### config.mk
export PLATFORM = sky130hd
export DESIGN_NAME = mux_scan_sequencer_flat
export DESIGN_NICKNAME = d
export VERILOG_FILES = /design/src/rtl/mux_scan_sequencer_if.sv /design/src/rtl/mux_scan_sequencer.sv /design/src/flat_wrapper.sv
export SDC_FILE = /design/constraint.sdc
export NUM_CORES = 1
export LEC_CHECK = 0
export CAP_MARGIN = 40
export CORE_ASPECT_RATIO = 0.5
export CORE_MARGIN = 1
export CORE_UTILIZATION = 25
export DETAILED_ROUTE_END_ITERATION = 6
export SYNTH_ARGS = -nofsm -noshare
export SYNTH_HDL_FRONTEND = slang
export SYNTH_SLANG_ARGS = --single-unit
### constraint.sdc
create_clock -name CLK -period 1.8 [get_ports CLK]
set_input_delay 0.36 -clock CLK [delete_from_list [all_inputs] [get_ports CLK]]
set_output_delay 0.36 -clock CLK [all_outputs]
set_load 0.005 [all_outputs]
### src/rtl/mux_scan_sequencer_if.sv
// mux_scan_sequencer_if: groups the handshake and mux-select signals of the scan sequencer.
//   START, CONT      scan control from the host
//   MUX_OUT          output of the downstream 4:1 mux
//   CTRL1, CTRL2     mux select MSB/LSB
//   BUSY             sequencer is scanning or holding a snapshot
//   SNAP, SNAP_VALID, SNAP_READY   snapshot valid/ready handshake
//   SNAP_PAR         XOR of SNAP bits (only when MUX_SCAN_PARITY_EN is defined)
// Modports: master = sequencer side, slave = host/consumer/mux side.
interface mux_scan_sequencer_if;
  logic       START;
  logic       CONT;
  logic       MUX_OUT;
  logic       CTRL1;
  logic       CTRL2;
  logic       BUSY;
  logic [3:0] SNAP;
  logic       SNAP_VALID;
  logic       SNAP_READY;
`ifdef MUX_SCAN_PARITY_EN
  logic       SNAP_PAR;
`endif

  modport master (
    input  START, CONT, MUX_OUT, SNAP_READY,
`ifdef MUX_SCAN_PARITY_EN
    output SNAP_PAR,
`endif
    output CTRL1, CTRL2, BUSY, SNAP, SNAP_VALID
  );

  modport slave (
    output START, CONT, MUX_OUT, SNAP_READY,
`ifdef MUX_SCAN_PARITY_EN
    input  SNAP_PAR,
`endif
    input  CTRL1, CTRL2, BUSY, SNAP, SNAP_VALID
  );
endinterface

### src/rtl/mux_scan_sequencer.sv
// mux_scan_sequencer: steps a 4:1 mux select through channels A..D, holds each
// select for DWELL cycles, samples the mux output and presents the four samples
// as one snapshot on a valid/ready handshake. Single-shot or continuous.
// Ports:
//   CLK    rising-edge clock
//   RESET  synchronous, active-high reset
//   bus    mux_scan_sequencer_if.master (START, CONT, MUX_OUT, CTRL1/2, BUSY,
//          SNAP, SNAP_VALID, SNAP_READY[, SNAP_PAR])
// Parameters: DWELL (1..255) cycles per channel, CNT_W dwell counter width.
// Optional: define MUX_SCAN_PARITY_EN to add registered SNAP_PAR = ^SNAP.
module mux_scan_sequencer #(
  parameter int DWELL = 2,
  parameter int CNT_W = 8
) (
  input logic                 CLK,
  input logic                 RESET,
  mux_scan_sequencer_if.master bus
);

  typedef enum logic [1:0] {IDLE, SCAN, DONE} state_t;

  localparam logic [CNT_W-1:0] CNT_LAST = CNT_W'(DWELL - 1);

  state_t           state_q;
  logic [1:0]       idx_q;
  logic [1:0]       sel_q;
  logic [CNT_W-1:0] cnt_q;
  logic [2:0]       smp_q;   // samples A..C until D arrives
  logic [3:0]       snap_q;
  logic             vld_q;
  logic             busy_q;
`ifdef MUX_SCAN_PARITY_EN
  logic             par_q;
`endif

  always_ff @(posedge CLK) begin
    if (RESET) begin
      state_q <= IDLE;
      idx_q   <= 2'd0;
      sel_q   <= 2'd0;
      cnt_q   <= '0;
      smp_q   <= 3'b000;
      snap_q  <= 4'b0000;
      vld_q   <= 1'b0;
      busy_q  <= 1'b0;
`ifdef MUX_SCAN_PARITY_EN
      par_q   <= 1'b0;
`endif
    end else begin
      case (state_q)
        IDLE: begin
          if (bus.START) begin
            state_q <= SCAN;
            idx_q   <= 2'd0;
            sel_q   <= 2'd0;
            cnt_q   <= '0;
            busy_q  <= 1'b1;
          end
        end
        SCAN: begin
          if (cnt_q == CNT_LAST) begin
            cnt_q <= '0;
            if (idx_q == 2'd3) begin
              // D lands straight in SNAP so the whole snapshot updates at once.
              snap_q  <= {bus.MUX_OUT, smp_q};
`ifdef MUX_SCAN_PARITY_EN
              par_q   <= ^{bus.MUX_OUT, smp_q};
`endif
              vld_q   <= 1'b1;
              state_q <= DONE;
              idx_q   <= 2'd0;
              sel_q   <= 2'd0;
            end else begin
              case (idx_q)
                2'd0:    smp_q[0] <= bus.MUX_OUT;
                2'd1:    smp_q[1] <= bus.MUX_OUT;
                default: smp_q[2] <= bus.MUX_OUT;
              endcase
              idx_q <= idx_q + 2'd1;
              sel_q <= idx_q + 2'd1;
            end
          end else begin
            cnt_q <= cnt_q + 1'b1;
          end
        end
        DONE: begin
          if (bus.SNAP_READY) begin
            vld_q <= 1'b0;
            if (bus.CONT) begin
              state_q <= SCAN;
              idx_q   <= 2'd0;
              sel_q   <= 2'd0;
              cnt_q   <= '0;
            end else begin
              state_q <= IDLE;
              busy_q  <= 1'b0;
            end
          end
        end
        default: begin
          state_q <= IDLE;
          busy_q  <= 1'b0;
          vld_q   <= 1'b0;
          sel_q   <= 2'd0;
        end
      endcase
    end
  end

  assign bus.CTRL1      = sel_q[1];
  assign bus.CTRL2      = sel_q[0];
  assign bus.BUSY       = busy_q;
  assign bus.SNAP       = snap_q;
  assign bus.SNAP_VALID = vld_q;
`ifdef MUX_SCAN_PARITY_EN
  assign bus.SNAP_PAR   = par_q;
`endif

endmodule

### src/flat_wrapper.sv
// flat-port wrapper written by rule: the top's interface ports become plain ports
module mux_scan_sequencer_flat 
#(
  parameter int DWELL = 2,
  parameter int CNT_W = 8
)
  (CLK, RESET, bus_START, bus_CONT, bus_MUX_OUT, bus_SNAP_READY, bus_CTRL1, bus_CTRL2, bus_BUSY, bus_SNAP, bus_SNAP_VALID);
  mux_scan_sequencer_if bus_i ();
  input logic CLK;
  input logic RESET;
  input wire logic [$bits(bus_i.START)-1:0] bus_START;
  input wire logic [$bits(bus_i.CONT)-1:0] bus_CONT;
  input wire logic [$bits(bus_i.MUX_OUT)-1:0] bus_MUX_OUT;
  input wire logic [$bits(bus_i.SNAP_READY)-1:0] bus_SNAP_READY;
  output wire logic [$bits(bus_i.CTRL1)-1:0] bus_CTRL1;
  output wire logic [$bits(bus_i.CTRL2)-1:0] bus_CTRL2;
  output wire logic [$bits(bus_i.BUSY)-1:0] bus_BUSY;
  output wire logic [$bits(bus_i.SNAP)-1:0] bus_SNAP;
  output wire logic [$bits(bus_i.SNAP_VALID)-1:0] bus_SNAP_VALID;
  assign bus_i.START = bus_START;
  assign bus_i.CONT = bus_CONT;
  assign bus_i.MUX_OUT = bus_MUX_OUT;
  assign bus_i.SNAP_READY = bus_SNAP_READY;
  assign bus_CTRL1 = bus_i.CTRL1;
  assign bus_CTRL2 = bus_i.CTRL2;
  assign bus_BUSY = bus_i.BUSY;
  assign bus_SNAP = bus_i.SNAP;
  assign bus_SNAP_VALID = bus_i.SNAP_VALID;
  mux_scan_sequencer #(.DWELL(DWELL), .CNT_W(CNT_W)) u_core (.CLK(CLK), .RESET(RESET), .bus(bus_i));
endmodule
Word level (Yosys, flattened, before mapping). Cells that the tools add are included.

Output and inout bits: 8. Register bits: 23. Input bits: 6. Word-level logic and storage cells: 67.

Bitwise operators: 4. Muxes and demuxes: 26. Equality and inequality tests: 11. Reductions and logical operators: 14. Add/sub/neg operators: 2.

Operators with widths (count): 8-bit 2-to-1 mux (4); 4-bit AND reduction (8); 8-bit case mux with 3 select lines (1); 2-bit 2-to-1 mux (9); 2-bit case mux with 3 select lines (3); 8-bit by 1-bit adder with 8-bit output, second input constant (1); 8-bit by 1-bit == test with 1-bit output, second input constant (1); 2-bit inequality test, second input constant (4); 1-bit 2-to-1 mux (7); 1-bit case mux with 3 select lines (2); 5-bit AND reduction (1); 2-bit by 1-bit == test with 1-bit output, second input constant (2); 2-bit == test, second input constant (2); 2-bit zero test (2); 2-bit by 1-bit inequality test with 1-bit output, second input constant (2); 1-bit NOT (4); 3-bit AND reduction (1); 3-bit nonzero test (1); 2-bit by 1-bit adder with 2-bit output, second input constant (1); 2-bit OR reduction (1).

Longest topological paths before layout.
Depth after elaboration: 4. Mapped depth: 6. Gate-level depth less buffers: 6.

Least setup slack after synthesis. Ideal clock, no wire load.

Kind: reg2reg. From: reg u_core.cnt_q[0]. To: reg u_core.snap_q[0] (netlist: u_core.bus.SNAP[0]). Setup time: 0.128 ns. Arrival: 1.381 ns. Data required time: 1.672 ns. Setup slack: 0.292 ns. Path buffers: 0. Cell stages (with the launch flop): 6. Period minus slack after synthesis: 1.508 ns. Path through: dfxtp_1 > ha_1 > nor4b_4 > nand4_1 > mux2i_1 > nor2_1.

Cells in the longest elaborated chain, start to end: 2.

RTL lines: start: declaration (RTL line mux_scan_sequencer.sv:27) `logic [CNT_W-1:0] cnt_q;`; start signal: assignment (RTL line mux_scan_sequencer.sv:83) `cnt_q <= cnt_q + 1'b1;`; 8-bit by 1-bit == test with 1-bit output (RTL line mux_scan_sequencer.sv:61) `if (cnt_q == CNT_LAST) begin`; 3-bit AND reduction (no line); end signal: assignment (RTL line mux_scan_sequencer.sv:65) `snap_q <= {bus.MUX_OUT, smp_q};`; end: declaration (RTL line mux_scan_sequencer.sv:29) `logic [3:0] snap_q;`.

No other way between the ends. A chain may end at the register's enable or synchronous reset.

Final worst setup path.
From: reg u_core.cnt_q[1]. To: reg u_core.idx_q[1].

Cells in the longest elaborated chain, start to end: 3.

RTL lines: 8-bit by 1-bit == test with 1-bit output (RTL line mux_scan_sequencer.sv:61); 2-bit by 1-bit inequality test with 1-bit output (no line); 5-bit AND reduction (no line); end signal: assignment (RTL line mux_scan_sequencer.sv:79) `idx_q <= idx_q + 2'd1;`; end: declaration (RTL line mux_scan_sequencer.sv:25) `logic [1:0] idx_q;`.

No other way between the ends.

==> flow_summary.json <==
{
  "wire_per_inst_um": 11.5,
  "slew-limit-headroom_pct": 71.2,
  "rsz0062_at_grt": "false",
  "dp_hpwl_um": 1760,
  "max_freq_ghz": 0.635,
  "die_y_um": 50.0,
  "path_class": "flop to flop",
  "startpoint": "u_core.cnt_q[1]$_SDFFE_PP0P_",
  "netlist_instances": 125,
  "grt_pass1_wl_um": 4080,
  "fin_skew_ps": 1.97,
  "grt_max_degree": 13,
  "layout_commonest_cell": "dfxtp_1",
  "drive_above_1_share_pct": 14.0,
  "cellPowerDensity_nw_per_um2": 660,
  "critPathLaunchType": "flop",
  "grt_pass1_vias": 946,
  "fin_cells": 204,
  "antenna_found_initial": 0,
  "synth_cell_types": 30,
  "num_rows": 16,
  "layout.nets": 163,
  "htree_num_levels": 1,
  "hold_viol_final": 0,
  "hold_ws_ps": 475,
  "ys_seq_area_share_pct": 40.0,
  "setup-tns-final_ps": 0,
  "detail-route-antenna-nets": 0,
  "cap_viol_max_count": 0,
  "final_cell_area_sq_um": 1470,
  "viasPerCell": 4.62,
  "timing.rr.start": "u_core.cnt_q[1]$_SDFFE_PP0P_",
  "hold_path_class": "flop to flop",
  "port_buffers": 13,
  "fin_total_pwr_uw": 972,
  "initial_core_util_pct": 27.7,
  "numClockSinks": 23,
  "io_pins": 14,
  "postCtsSetupBuffers": 0,
  "reg2reg_depth": 6,
  "synth_seq_cells": 23,
  "fill_cells": 411,
  "fin_crit_ps": 1580,
  "syn-cell-area_sq_um": 1150,
  "outcome": "complete, no violations",
  "root_buffer": "clkbuf_8",
  "cts_tree": "done",
  "numCtsBuffers": 3,
  "grt_use_total_pct": 10.5,
  "crit_path_max_fanout": 8,
  "routed_wl_um": 2350,
  "die-width_um": 97.9,
  "placed_cells": 200,
  "register_area_sq_um": 460,
  "drt_iter0_markers": 31,
  "gr-total-overflow": 0,
  "fin_crit_sh_pct": 87.5,
  "ir_drop_mv": 0.232,
  "finalSetupViolations": 0,
  "syn-num-nets": 137,
  "p_leak_nw": 0.575,
  "diodes": 0,
  "syn_to_final_growth_pct": 28.0,
  "clk_latency_ps": 260,
  "drv_slew": 0,
  "critical_path_arrival_ps": 1760,
  "design.die.area_sq_um": 4890,
  "clockBufferDepth": 2,
  "yosysWarnings": 0,
  "multiInputGateArea_sq_um": 644,
  "core-area_sq_um": 4140,
  "r2r_end": "u_core.idx_q[1]$_SDFFE_PP0P_",
  "synth.avg_cell_area_sq_um": 9.20,
  "clkSlewWorstSetupHoldPaths_ps": 80,
  "critPathRequiredTime_ps": 1990,
  "r2r_setup_slack_ps": 220,
  "crit_end": "u_core.idx_q[1]$_SDFFE_PP0P_",
  "drc": 0,
  "num_vias": 942,
  "critical_path.endpoint_type": "flop",
  "layout_common_cells": "dfxtp_1 (23), nor2_1 (16), clkdlybuf4s50_1 (13), buf_4 (13), mux2i_1 (11)",
  "drtPass1Iterations": 5,
  "placedInstanceArea_sq_um": 1420,
  "gp_congestion": 0.800,
  "tightest_slew_ps": 430
}
-- critical path: stages, from the launching register on --
cell      delay (ps)
dfxtp_1          320
inv_1             50
ha_1             140
nor4b_4          330
a21boi_2         200
or3_1            400
o31ai_1           60
-- per-layer routing --
metal | up-vias | share of wire (%) | GRT usage [%]
met5 | - | 0 | 0
met4 | 0 | 1.2 | 3.79
met3 | 2 | 2.1 | 2.98
met2 | 8 | 45 | 18.3
met1 | 446 | 52 | 12.6
li1 | 486 | - | -
-- through the flow --
step | setup WS, ps | utilization (%)
finish | 225 | 35.5
CTS | 161 | 35.4
floorplan | 292 | -
detailed placement | -53.6 | 34.3
global placement | -12.4 | 34.3
global route | 63.5 | 35.5
-- power by group --
group / total [mW] / switching [mW] / leakage, nW / internal [mW]
Combinational: 0.119 / 0.0573 / 0.366 / 0.0613
Clock: 0.325 / 0.167 / 0.0228 / 0.158
Sequential: 0.528 / 0.00887 / 0.186 / 0.519
-- registers in the layout (all words and copies together) (netlist names) --
register / count
u_core.bus.BUSY: 1
u_core.smp_q: 3
u_core.bus.SNAP: 4
u_core.bus.SNAP_VALID: 1
u_core.state_q: 2
u_core.cnt_q: 8
u_core.sel_q: 2
u_core.idx_q: 2
-- logic make-up after synthesis --
family | Yosys count | synth area share [%]
AOI/OAI and AO/OA | 22 | 12.4
xor gates and xnor gates | 6 | 4.57
DFF | 23 | 40.0
muxes | 11 | 9.58
buffers and inverters | 12 | 4.24
and+or+nand+nor | 45 | 22.6
adders and majority gates | 6 | 6.53
-- timing repair --
| item | 4_1_cts | 5_1_grt |
|---|---|---|
| hold buffers | 0 | 0 |
| endpoints found under the setup margin | 0 | 2 |
| gates resized for setup | 0 | 1 |
-- cell type report --
cell class,count,share of cell area [%]
Clock buffer,4,3.06
Tap cell,54,4.59
Sequential cell,23,31.3
Inverter,7,1.79
Multi-Input combinational cell,90,43.8
Timing Repair Buffer,26,15.5
-- how the worst min path moves through the flow --
stage | start | slack, ps | to | cells past startpoint
after CTS | u_core.sel_q[1]$_SDFFE_PP0P_ | 480 | u_core.sel_q[1]$_SDFFE_PP0P_ | 2
final | u_core.sel_q[1]$_SDFFE_PP0P_ | 480 | u_core.sel_q[1]$_SDFFE_PP0P_ | 2
after floorplan | u_core.smp_q[0]$_SDFFE_PP0P_ | 460 | u_core.bus.SNAP[0]$_SDFFE_PP0P_ | 2
after global routing | u_core.sel_q[1]$_SDFFE_PP0P_ | 510 | u_core.sel_q[1]$_SDFFE_PP0P_ | 2
after detailed placement | u_core.sel_q[1]$_SDFFE_PP0P_ | 470 | u_core.sel_q[1]$_SDFFE_PP0P_ | 2
after global placement | u_core.sel_q[0]$_SDFFE_PP0P_ | 470 | u_core.sel_q[0]$_SDFFE_PP0P_ | 2
-- Yosys cell counts --
cell type,count,area [sq um]
nor3_2,1,10.0
clkbuf_1,2,7.51
mux2i_1,11,110
buf_2,2,10.0
inv_1,7,26.3
o21bai_1,2,15.0
nand4_1,5,31.3
a21oi_1,8,40.0
nand3_1,5,25.0
xnor2_1,6,52.6
a211oi_1,4,30.0
o21bai_2,1,11.3
or4b_1,1,10.0
nand2b_1,4,25.0
clkbuf_2,1,5.00
nand3b_1,2,15.0
nor2b_1,2,12.5
or3_1,2,12.5
o21ai_0,4,20.0
a22oi_1,1,7.51
and2_1,1,6.26
nand2_1,3,11.3
nand4b_1,1,8.76
nor4b_4,1,23.8
ha_1,6,75.1
nor2_1,16,60.1
dfxtp_1,23,460
and3b_1,1,8.76
o31ai_1,1,7.51
a21boi_2,1,11.3
Note: power is estimated with default switching activity, not from simulation.
